<file path="config.mk">
export PLATFORM = sky130hd
export DESIGN_NAME = pq_client_arbiter
export DESIGN_NICKNAME = d
export VERILOG_FILES = /design/src/rtl/pq_arb_pkg.sv /design/src/rtl/pq_client_arbiter_rr.sv /design/src/rtl/pq_client_arbiter.sv
export SDC_FILE = /design/constraint.sdc
export NUM_CORES = 1
export LEC_CHECK = 0
export BUFFER_PORTS_ARGS = -buffer_cell sky130_fd_sc_hd__buf_2
export CORE_ASPECT_RATIO = 0.5
export CORE_MARGIN = 2
export CORE_UTILIZATION = 46
export CTS_CLUSTER_SIZE = 24
export DETAILED_ROUTE_END_ITERATION = 8
export PLACE_DENSITY_LB_ADDON = 0.12
export SYNTH_ARGS = -nofsm -noshare
export SYNTH_HDL_FRONTEND = slang
export SYNTH_SLANG_ARGS = --single-unit
</file>
<file path="constraint.sdc">
create_clock -name i_clk -period 3.4 [get_ports i_clk]
set_input_delay 0.85 -clock i_clk [delete_from_list [all_inputs] [get_ports i_clk]]
set_output_delay 0.85 -clock i_clk [all_outputs]
set_load 0.02 [all_outputs]
</file>
<file path="src/rtl/pq_arb_pkg.sv">
// pq_arb_pkg: op encodings, FSM states and response codes for the
// priority-queue client arbiter.
package pq_arb_pkg;
    localparam logic [1:0] OP_NOP  = 2'b00;
    localparam logic [1:0] OP_PUSH = 2'b01;
    localparam logic [1:0] OP_POP  = 2'b10;
    localparam logic [1:0] OP_TOP  = 2'b11;
    typedef enum logic [2:0] {IDLE, PUSH, POP_WAIT, TOP_WAIT, RESP} state_t;
    localparam logic RSP_OK  = 1'b0;
    localparam logic RSP_ERR = 1'b1;
endpackage

</file>
<file path="src/rtl/pq_client_arbiter_rr.sv">
// rr_arbiter: one-hot round-robin grant, first requester at or above the pointer.
module rr_arbiter #(
    parameter int N = 4,
    localparam int IW = $clog2(N)
) (
    input  logic [N-1:0]  i_req,
    input  logic [IW-1:0] i_ptr,
    output logic [N-1:0]  o_grant,
    output logic [IW-1:0] o_idx
);
    logic          w_found;
    logic [IW:0]   w_sum;
    logic [IW-1:0] w_k;
    always_comb begin
        o_grant = '0;
        o_idx   = '0;
        w_found = 1'b0;
        w_sum   = '0;
        w_k     = '0;
        for (int i = 0; i < N; i++) begin
            w_sum = {1'b0, i_ptr} + (IW+1)'(i);
            w_k   = (w_sum >= (IW+1)'(N)) ? IW'(w_sum - (IW+1)'(N)) : IW'(w_sum);
            if (!w_found && i_req[w_k]) begin
                w_found      = 1'b1;
                o_grant[w_k] = 1'b1;
                o_idx        = w_k;
            end
        end
    end
endmodule

</file>
<file path="src/rtl/pq_client_arbiter.sv">
// pq_client_arbiter: shares one max priority queue among NUM_CLIENTS
// requesters, tracking occupancy so empty/full requests never stall.
module pq_client_arbiter
    import pq_arb_pkg::*;
#(
    parameter int NUM_CLIENTS = 4,
    parameter int DATA_WIDTH  = 8,
    parameter int PQ_DEPTH    = 8,
    parameter int TIMEOUT     = 32,
    localparam int IW = $clog2(NUM_CLIENTS),
    localparam int OW = $clog2(PQ_DEPTH+1),
    localparam int WW = $clog2(TIMEOUT+1)
) (
    input  logic                              i_clk,
    input  logic                              i_reset,
    input  logic [NUM_CLIENTS-1:0]            i_req_valid,
    input  logic [2*NUM_CLIENTS-1:0]          i_req_op,
    input  logic [DATA_WIDTH*NUM_CLIENTS-1:0] i_req_data,
    output logic [NUM_CLIENTS-1:0]            o_req_ready,
    output logic [NUM_CLIENTS-1:0]            o_rsp_valid,
    output logic [DATA_WIDTH-1:0]             o_rsp_data,
    output logic                              o_rsp_err,
    output logic [1:0]                        o_pq_op,
    output logic [DATA_WIDTH-1:0]             o_pq_data,
    output logic                              o_pq_valid_in,
    output logic                              o_pq_ready_in,
    input  logic                              i_pq_ready_out,
    input  logic [DATA_WIDTH-1:0]             i_pq_out,
    input  logic                              i_pq_valid_out,
    output logic [OW-1:0]                     o_occupancy
);
    state_t                  r_state, w_next;
    logic [IW-1:0]           r_ptr, w_idx, w_ptr_nxt;
    logic [NUM_CLIENTS-1:0]  r_gnt, w_grant;
    logic [DATA_WIDTH-1:0]   r_data, r_rsp_data, w_data;
    logic                    r_rsp_err;
    logic [OW-1:0]           r_occ;
    logic [WW-1:0]           r_wait;
    logic [1:0]              w_op;
    logic [1:0]              w_ops [NUM_CLIENTS];
    logic [DATA_WIDTH-1:0]   w_datas [NUM_CLIENTS];
    logic                    w_any, w_full, w_empty, w_accept, w_timeout;
    for (genvar c = 0; c < NUM_CLIENTS; c++) begin : g_unpack
        assign w_ops[c]   = i_req_op[2*c +: 2];
        assign w_datas[c] = i_req_data[DATA_WIDTH*c +: DATA_WIDTH];
    end
    rr_arbiter #(.N(NUM_CLIENTS)) u_rr (
        .i_req   (i_req_valid),
        .i_ptr   (r_ptr),
        .o_grant (w_grant),
        .o_idx   (w_idx)
    );
    assign w_any       = |i_req_valid;
    assign w_op        = w_ops[w_idx];
    assign w_data      = w_datas[w_idx];
    assign w_full      = r_occ == OW'(PQ_DEPTH);
    assign w_empty     = r_occ == '0;
    assign w_ptr_nxt   = (w_idx == IW'(NUM_CLIENTS-1)) ? '0 : w_idx + 1'b1;
    assign o_occupancy = r_occ;
    assign o_rsp_valid = (r_state == RESP) ? r_gnt : '0;
    assign o_rsp_data  = (r_state == RESP) ? r_rsp_data : '0;
    assign o_rsp_err   = (r_state == RESP) && r_rsp_err;
    always_comb begin
        w_next        = r_state;
        o_req_ready   = '0;
        o_pq_op       = OP_NOP;
        o_pq_data     = '0;
        o_pq_valid_in = 1'b0;
        o_pq_ready_in = 1'b0;
        w_accept      = 1'b0;
        w_timeout     = 1'b0;
        unique case (r_state)
            IDLE: if (w_any) begin
                o_req_ready = w_grant;
                w_next = (w_op == OP_PUSH && !w_full) ? PUSH :
                         (w_op == OP_POP  && !w_empty) ? POP_WAIT :
                         (w_op == OP_TOP  && !w_empty) ? TOP_WAIT : RESP;
            end
            PUSH: begin
                o_pq_op       = OP_PUSH;
                o_pq_valid_in = 1'b1;
                o_pq_data     = r_data;
                w_next        = RESP;
            end
            POP_WAIT, TOP_WAIT: begin
                w_accept      = i_pq_valid_out;
                w_timeout     = !i_pq_valid_out && r_wait == WW'(TIMEOUT-1);
                o_pq_op       = w_timeout ? OP_NOP : (r_state == POP_WAIT) ? OP_POP : OP_TOP;
                o_pq_ready_in = !w_timeout;
                w_next        = (w_accept || w_timeout) ? RESP : r_state;
            end
            RESP: w_next = IDLE;
            default: w_next = IDLE;
        endcase
    end
    always_ff @(posedge i_clk or posedge i_reset) begin
        if (i_reset) begin
            r_state    <= IDLE;
            r_ptr      <= '0;
            r_gnt      <= '0;
            r_data     <= '0;
            r_rsp_data <= '0;
            r_rsp_err  <= RSP_OK;
            r_occ      <= '0;
            r_wait     <= '0;
        end else begin
            r_state <= w_next;
            unique case (r_state)
                IDLE: if (w_any) begin
                    r_gnt      <= w_grant;
                    r_data     <= w_data;
                    r_ptr      <= w_ptr_nxt;
                    r_wait     <= '0;
                    r_rsp_data <= '0;
                    r_rsp_err  <= (w_next == RESP && w_op != OP_NOP) ? RSP_ERR : RSP_OK;
                end
                PUSH: begin
                    r_rsp_data <= r_data;
                    r_rsp_err  <= i_pq_ready_out ? RSP_OK : RSP_ERR;
                    r_occ      <= r_occ + OW'(i_pq_ready_out);
                end
                POP_WAIT, TOP_WAIT: begin
                    r_wait <= r_wait + 1'b1;
                    if (w_accept) begin
                        r_rsp_data <= i_pq_out;
                        r_rsp_err  <= RSP_OK;
                        if (r_state == POP_WAIT) r_occ <= r_occ - 1'b1;
                    end else if (w_timeout) begin
                        r_rsp_data <= '0;
                        r_rsp_err  <= RSP_ERR;
                    end
                end
                default: ;
            endcase
        end
    end
endmodule

</file>
==> results of run 1 <==
per-layer routing:
metal  track usage [%]  vias up  part of all wire [%]
met5                 0        -                     0
met4             3.351        0                  0.51
met3             3.661        2                   4.6
met2             32.93       70                    46
met1             29.00     1104                    49
li1                  -     1213                     -
flip-flops by register name, indices dropped and copies added (netlist names):
register / cells
r_ptr: 2
r_rsp_data: 8
o_occupancy: 4
r_state: 3
r_rsp_err: 1
r_gnt: 4
r_data: 8
r_wait: 6
stage by stage:
stage	utilization (%)	std cells	instance area (um^2)	setup slack, ns	hold WS [ns]
final	60.64	445	3344	0.1475	0.4731
after detailed placement	57.08	434	3148	0.06794	0.4678
after floorplan	-	285	2653	0.1703	0.4415
after global placement	57.08	434	3148	0.1477	0.4566
after global routing	60.64	445	3344	0.02864	0.4967
after CTS	60.00	442	3309	0.07343	0.4800
critical path: stages, from the launching register on:
cell and delay, ns:
sky130_fd_sc_hd__dfrtp_1 0.36, sky130_fd_sc_hd__inv_2 0.08, sky130_fd_sc_hd__ha_4 0.31, sky130_fd_sc_hd__mux4_2 0.55
sky130_fd_sc_hd__nor2b_4 0.17, sky130_fd_sc_hd__a222oi_1 0.34, sky130_fd_sc_hd__a21oi_1 0.15, sky130_fd_sc_hd__buf_4 0.18
worst max path at each step:
stage / from / end / slack [ns]
floorplan: r_ptr[1]$_DFFE_PP0P_ / r_state[2]$_DFF_PP0_ / 0.17
global placement: i_req_valid[1] / r_rsp_err$_DFFE_PP0P_ / 0.15
detailed placement: i_req_valid[1] / r_rsp_err$_DFFE_PP0P_ / 0.07
CTS: r_ptr[0]$_DFFE_PP0P_ / o_req_ready[0] / 0.07
global route: r_ptr[1]$_DFFE_PP0P_ / o_req_ready[0] / 0.03
finish: r_ptr[0]$_DFFE_PP0P_ / o_req_ready[0] / 0.15
repair_timing:
action,in CTS,in global routing
gates resized for setup,2,5
setup endpoints to repair,4,4
hold buffers,0,0
buffers inserted,0,3
pin swaps,0,3
layout make-up:
type / count / area, um^2
sequential: 36 / 900.9
clock buffer: 6 / 138.9
fill: 490 / 2171
inverter: 14 / 52.55
clock inverter: 2 / 10.01
multi-input combinational: 214 / 1618
tap: 73 / 91.34
timing repair buffer: 100 / 533.0
synthesized netlist by cell type, drive strengths merged (4+ instances only):
cell type	instances	area share [%]
dfrtp	36	34
nand2	34	4.8
o21ai	21	4.0
mux2i	20	7.5
and3	15	3.5
inv	14	2.0
a21oi	12	2.3
clkbuf	11	1.6
and2	10	2.4
buf	10	2.5
mux2	9	3.8
nand2b	9	2.1
a221o	8	3.0
ha	8	3.8
nor2	8	1.1
nand3	6	1.1
nand3b	6	1.7
a21o	5	1.4
a222oi	4	1.5
mux4	4	3.4
nor2b	4	0.94
xnor2	4	1.3
power by group through the flow:
stage | clock (mW) | sequential, mW | combinational, mW
2_1_floorplan | 0 | 0.743 | 1.54
3_3_place_gp | 0 | 0.759 | 1.92
3_5_place_dp | 0 | 0.765 | 1.97
4_1_cts | 0.462 | 0.760 | 2.00
5_1_grt | 0.487 | 0.791 | 2.28
6_report | 0.457 | 0.762 | 2.06
kinds of logic after synthesis:
group / count (synthesis) / synth area share [%]
AOI/OAI and AO/OA: 67 / 18.96
xor gates and xnor gates: 5 / 1.651
adders and majority gates: 9 / 4.528
buffers and inverters: 35 / 6.037
DFF: 36 / 33.96
muxes: 33 / 14.76
and+or+nand+nor: 100 / 20.09
==> results.sh, run 1 <==
export IMPL_async_flop_share_pct=100.0
export IMPL_fin_hold_viols=0
export IMPL_netlist_cell_type_count=51
export IMPL_worst_pin_slew_ns=0.7030
export IMPL_first_pass_detailed_route_iteration_total=4
export IMPL_worst_skew_pair_late_latency_ns=0.27
export IMPL_max_cap_violations=0
export IMPL_switching_share_pct=43.15
export IMPL_design_die_area_mm2=0.006427
export IMPL_worst_r2r_setup_slack_ns=0.40
export IMPL_fmaxAchievable_mhz=307.5
export IMPL_hold_path_end="r_data[1]$_DFFE_PP0P_"
export IMPL_die_width_um=111.4
export IMPL_r2r_start="r_ptr[0]$_DFFE_PP0P_"
export IMPL_fin_total_pwr_mw=3.282
export IMPL_placeableCoreArea_mm2=0.005515
export IMPL_mostFrequentLayoutCells="87 x sky130_fd_sc_hd__buf_2, 36 x sky130_fd_sc_hd__dfrtp_1, 34 x sky130_fd_sc_hd__nand2_1, 21 x sky130_fd_sc_hd__o21ai_0, 19 x sky130_fd_sc_hd__mux2i_1"
export IMPL_cells_after_synth=285
export IMPL_tcrit_tclk_final_pct=95.66
export IMPL_critPathLaunchType="register"
export IMPL_run_status="finished clean"
export IMPL_syn_cell_area_mm2=0.002653
export IMPL_io_pin_count=89
export IMPL_cts_inserted_buffers=5
export IMPL_timing_critical_path_required_ns=2.55
export IMPL_sequential_share_of_power_pct=23.2
export IMPL_synth_top_flop_cell="sky130_fd_sc_hd__dfrtp_1"
export IMPL_p_comb_share_pct=62.9
export IMPL_layout_cells_most_common="sky130_fd_sc_hd__buf_2"
export IMPL_detail_route_vias_per_cell=5.369
export IMPL_holdCritStartpoint="r_data[1]$_DFFE_PP0P_"
export IMPL_cts_root_buffer_cell="sky130_fd_sc_hd__clkbuf_16"
export IMPL_cts_num_sinks=36
export IMPL_leakage_nw=1.757
export IMPL_start_util_pct=48.09
export IMPL_timing_hold_worst_path_depth=2
export IMPL_finalMaxSlewViolations=0
export IMPL_cts_buffer_depth=2
export IMPL_grt_pass1_wl_um=10560
export IMPL_nets=436
export IMPL_drt_iter0_markers=130
export IMPL_groute_usage_overall_pct=20.12
export IMPL_pwr_density_cell_mw_per_mm2=981.3
export IMPL_cellInternalPower_mw=1.866
export IMPL_finalWeightedCongestion=0.8747
export IMPL_rows=19
export IMPL_detailroute_via_count=2389
export IMPL_r2r_cells=9
export IMPL_finalWorstPathRequiredPeriod_ns=3.252
export IMPL_port_buffers=88
export IMPL_worst_setup_path_type="reg2out"
export IMPL_drive_gt1_share_pct=35.22
export IMPL_count_of_final_setup_violators=0
export IMPL_post_route_drc_count=0
export IMPL_drt_wl_cell_um=14.46
export IMPL_setup_tns_ns=0
export IMPL_worst_path_max_fanout=7
export IMPL_globalRoute_totalOverflow=0
export IMPL_antenna_found_initial=0
export IMPL_skew_ns=0.004888
export IMPL_postSynthAreaPerCell_um2=9.307
export IMPL_ys_warn_count=0
export IMPL_grt_start_max_net_pins=37
export IMPL_cts_reportedPaths_clkPinSlew_ns=0.06
export IMPL_clockPowerShare_pct=13.9
export IMPL_r2r_end="r_state[2]$_DFF_PP0_"
export IMPL_yosysSeqAreaShare_pct=33.96
export IMPL_dp_hpwl_um=4913
export IMPL_htree_levels=2
export IMPL_synth_seq_cells=36
export IMPL_rsz0062_at_grt="no"
export IMPL_grt_pass1_vias=2192
export IMPL_antenna_cells_inserted=0
export IMPL_p_sw_mw=1.416
export IMPL_routed_wirelength_um=6436
export IMPL_clock_tree_from_tritoncts="built"
export IMPL_synth_net_count=350
export IMPL_class_of_the_tightest_hold_or_removal_check="reg2reg"
export IMPL_ant_nets=0
export IMPL_crit_path_end_kind="primary output"
export IMPL_ir_worst_vdd_v=0.0003949
export IMPL_die_height_um=57.70
export IMPL_syn2layout_area_growth_pct=26.08
export IMPL_cp_arrival_ns=2.40
export IMPL_synth_edff_count=0
export IMPL_worst_slew_margin_pct=52.96
(Power assumes the default switching activity.)
==> inputs of run 2 (changes only) <==
- CAP_MARGIN: not set -> 10
- CORE_ASPECT_RATIO: 0.5 -> not set
- CORE_UTILIZATION: 46 -> 30
==> run 2 against run 1 <==
  * Clock power shrank 15%
  * Total power shrank 1.0%
  * Critical path depth is the same
  * Sequential share of layout area shrank 0.48 points
  * Worst setup slack lost 0.024 ns
  * Clock skew grew 0.0090 ns
  * Register-to-register slack gained 0.03 ns
  * Core utilization shrank 21 points
  * Design area grew 1.8%
  * Worst hold slack gained 0.0022 ns
  * Global-route usage shrank 5.1 points
  * Final cell count grew 9.0%
==> results.sh, run 2 (same netlist as run 1, synthesis figures left out) <==
export IMPL_die_height_um=98.03
export IMPL_crit_path_end_kind="primary output"
export IMPL_start_util_pct=30.72
export IMPL_fin_hold_viols=0
export IMPL_clockPowerShare_pct=12.0
export IMPL_skew_ns=0.01386
export IMPL_worst_setup_path_type="in2out"
export IMPL_nets=441
export IMPL_detailroute_via_count=2373
export IMPL_p_sw_mw=1.435
export IMPL_cellInternalPower_mw=1.812
export IMPL_max_cap_violations=0
export IMPL_p_comb_share_pct=65.1
export IMPL_sequential_share_of_power_pct=22.9
export IMPL_drt_wl_cell_um=14.65
export IMPL_syn2layout_area_growth_pct=28.40
export IMPL_cts_num_sinks=36
export IMPL_routed_wirelength_um=7105
export IMPL_antenna_found_initial=0
export IMPL_run_status="finished clean"
export IMPL_drt_iter0_markers=81
export IMPL_globalRoute_totalOverflow=0
export IMPL_leakage_nw=1.761
export IMPL_cts_reportedPaths_clkPinSlew_ns=0.07
export IMPL_hold_buffers=0
export IMPL_finalMaxSlewViolations=0
export IMPL_switching_share_pct=44.19
export IMPL_first_pass_detailed_route_iteration_total=5
export IMPL_timing_critical_path_required_ns=2.55
export IMPL_worstPathBufferInverterCount=2
export IMPL_setup_tns_ns=0
export IMPL_cp_peak_stage_delay_ns=0.40
export IMPL_grt_pass1_vias=2321
export IMPL_cts_buffer_depth=2
export IMPL_detail_route_vias_per_cell=4.893
export IMPL_die_width_um=98.03
export IMPL_drive_gt1_share_pct=36.60
export IMPL_mostFrequentLayoutCells="87 x sky130_fd_sc_hd__buf_2, 36 x sky130_fd_sc_hd__dfrtp_1, 34 x sky130_fd_sc_hd__nand2_1, 21 x sky130_fd_sc_hd__o21ai_0, 19 x sky130_fd_sc_hd__mux2i_1"
export IMPL_worst_pin_slew_ns=0.7257
export IMPL_placeableCoreArea_mm2=0.008636
export IMPL_io_pin_count=89
export IMPL_rsz0062_at_grt="no"
export IMPL_cts_root_buffer_cell="sky130_fd_sc_hd__clkbuf_8"
export IMPL_groute_usage_overall_pct=15.03
export IMPL_layout_cells_most_common="sky130_fd_sc_hd__buf_2"
export IMPL_path_cells="buf_2 -> or3_4 -> o32a_4 -> o41ai_4 -> nand2_1 -> a21oi_2 -> buf_2"
export IMPL_grt_start_max_net_pins=37
export IMPL_post_route_drc_count=0
export IMPL_post_route_util_pct=39.44
export IMPL_fill_cells=909
export IMPL_ir_worst_vdd_v=0.0002756
export IMPL_port_buffers=88
export IMPL_dp_hpwl_um=5445
export IMPL_tcrit_tclk_final_pct=96.35
export IMPL_fmaxAchievable_mhz=305.2
export IMPL_cts_inserted_buffers=5
export IMPL_worst_skew_pair_late_latency_ns=0.29
export IMPL_path_delay_family="compound AO/OA/AOI/OAI gates"
export IMPL_critPathLaunchType="primary input"
export IMPL_largestRegisters="r_data x8, r_rsp_data x8, r_wait x6"
export IMPL_finalWeightedCongestion=0.7479
export IMPL_crit_top_cell="sky130_fd_sc_hd__buf_2"
export IMPL_count_of_final_setup_violators=0
export IMPL_pwr_density_cell_mw_per_mm2=953.5
export IMPL_worst_path_max_fanout=11
export IMPL_grt_pass1_wl_um=11770
export IMPL_class_of_the_tightest_hold_or_removal_check="reg2reg"
export IMPL_critPathSlowestCell="sky130_fd_sc_hd__or3_4"
export IMPL_worst_slew_margin_pct=51.44
export IMPL_clock_tree_from_tritoncts="built"
export IMPL_cp_arrival_ns=2.43
export IMPL_design_die_area_mm2=0.009610
export IMPL_rows=34
export IMPL_ant_nets=0
export IMPL_finalWorstPathRequiredPeriod_ns=3.276
export IMPL_antenna_cells_inserted=0
export IMPL_htree_levels=2
run 2: changes by cell type in the layout (fill, tap and decap cells not counted), sizes merged:
cell,before,now
buf,100,105
bufinv,0,1
clkbuf,6,5
clkinv,2,0
clkinvlp,0,1
inv,14,15
run 2: timing repair:
action,CTS,global route
hold endpoints to repair,0,0
setup buffers,0,2
endpoints found under the setup margin,2,4
pin swaps,1,5
gates resized for setup,3,5
run 2: area by class of cell:
type | instances | area, um^2 | area share [%]
Inverter | 14 | 52.55 | 1.543
Clock inverter | 3 | 46.29 | 1.359
Sequential cell | 36 | 900.9 | 26.45
Multi-Input combinational cell | 214 | 1632 | 47.91
Clock buffer | 5 | 68.82 | 2.021
Tap cell | 108 | 135.1 | 3.968
Timing Repair Buffer | 105 | 570.5 | 16.75
run 2: power by group through the flow:
stage | combinational [mW] | sequential (mW) | clock (mW)
floorplan | 1.54 | 0.743 | 0
global placement | 2.05 | 0.749 | 0
detailed placement | 2.07 | 0.750 | 0
CTS | 2.08 | 0.743 | 0.404
global route | 2.34 | 0.778 | 0.422
finish | 2.11 | 0.743 | 0.390
run 2: worst paths after layout:
| kind | from | cells past startpoint | slack, ns | to |
|---|---|---|---|---|
| min in group asynchronous | i_reset | 3 | 0.65 | r_data[7]$_DFFE_PP0P_ |
| worst min-delay path | r_gnt[0]$_DFFE_PP0P_ | 1 | 0.48 | r_gnt[0]$_DFFE_PP0P_ |
| worst max register to register | r_ptr[0]$_DFFE_PP0P_ | 10 | 0.43 | r_state[2]$_DFF_PP0_ |
| worst max-delay path | i_req_valid[0] | 7 | 0.12 | o_req_ready[3] |
| worst min register to register | r_gnt[0]$_DFFE_PP0P_ | 1 | 0.48 | r_gnt[0]$_DFFE_PP0P_ |
| max in group asynchronous | i_reset | 3 | 2.40 | r_gnt[1]$_DFFE_PP0P_ |
run 2: routing by layer:
layer / up-vias / part of all wire [%] / track usage, %
li1: 1213 / - / -
met1: 1097 / 48 / 20.71
met2: 61 / 47 / 24.39
met3: 2 / 4.3 / 3.006
met4: 0 / 0.61 / 3.526
met5: - / 0 / 0
run 2: through the flow:
stage / hold slack (ns) / cell area [um^2] / std cells / setup slack [ns] / total power [mW]
floorplan: 0.4415 / 2653 / 285 / 0.1703 / 2.284
global placement: 0.4538 / 3253 / 476 / 0.1223 / 2.798
CTS: 0.4767 / 3376 / 484 / 0.03102 / 3.230
finish: 0.4753 / 3406 / 485 / 0.1240 / 3.247
global route: 0.4903 / 3406 / 485 / 0.001553 / 3.543
detailed placement: 0.4594 / 3253 / 476 / 0.08501 / 2.818
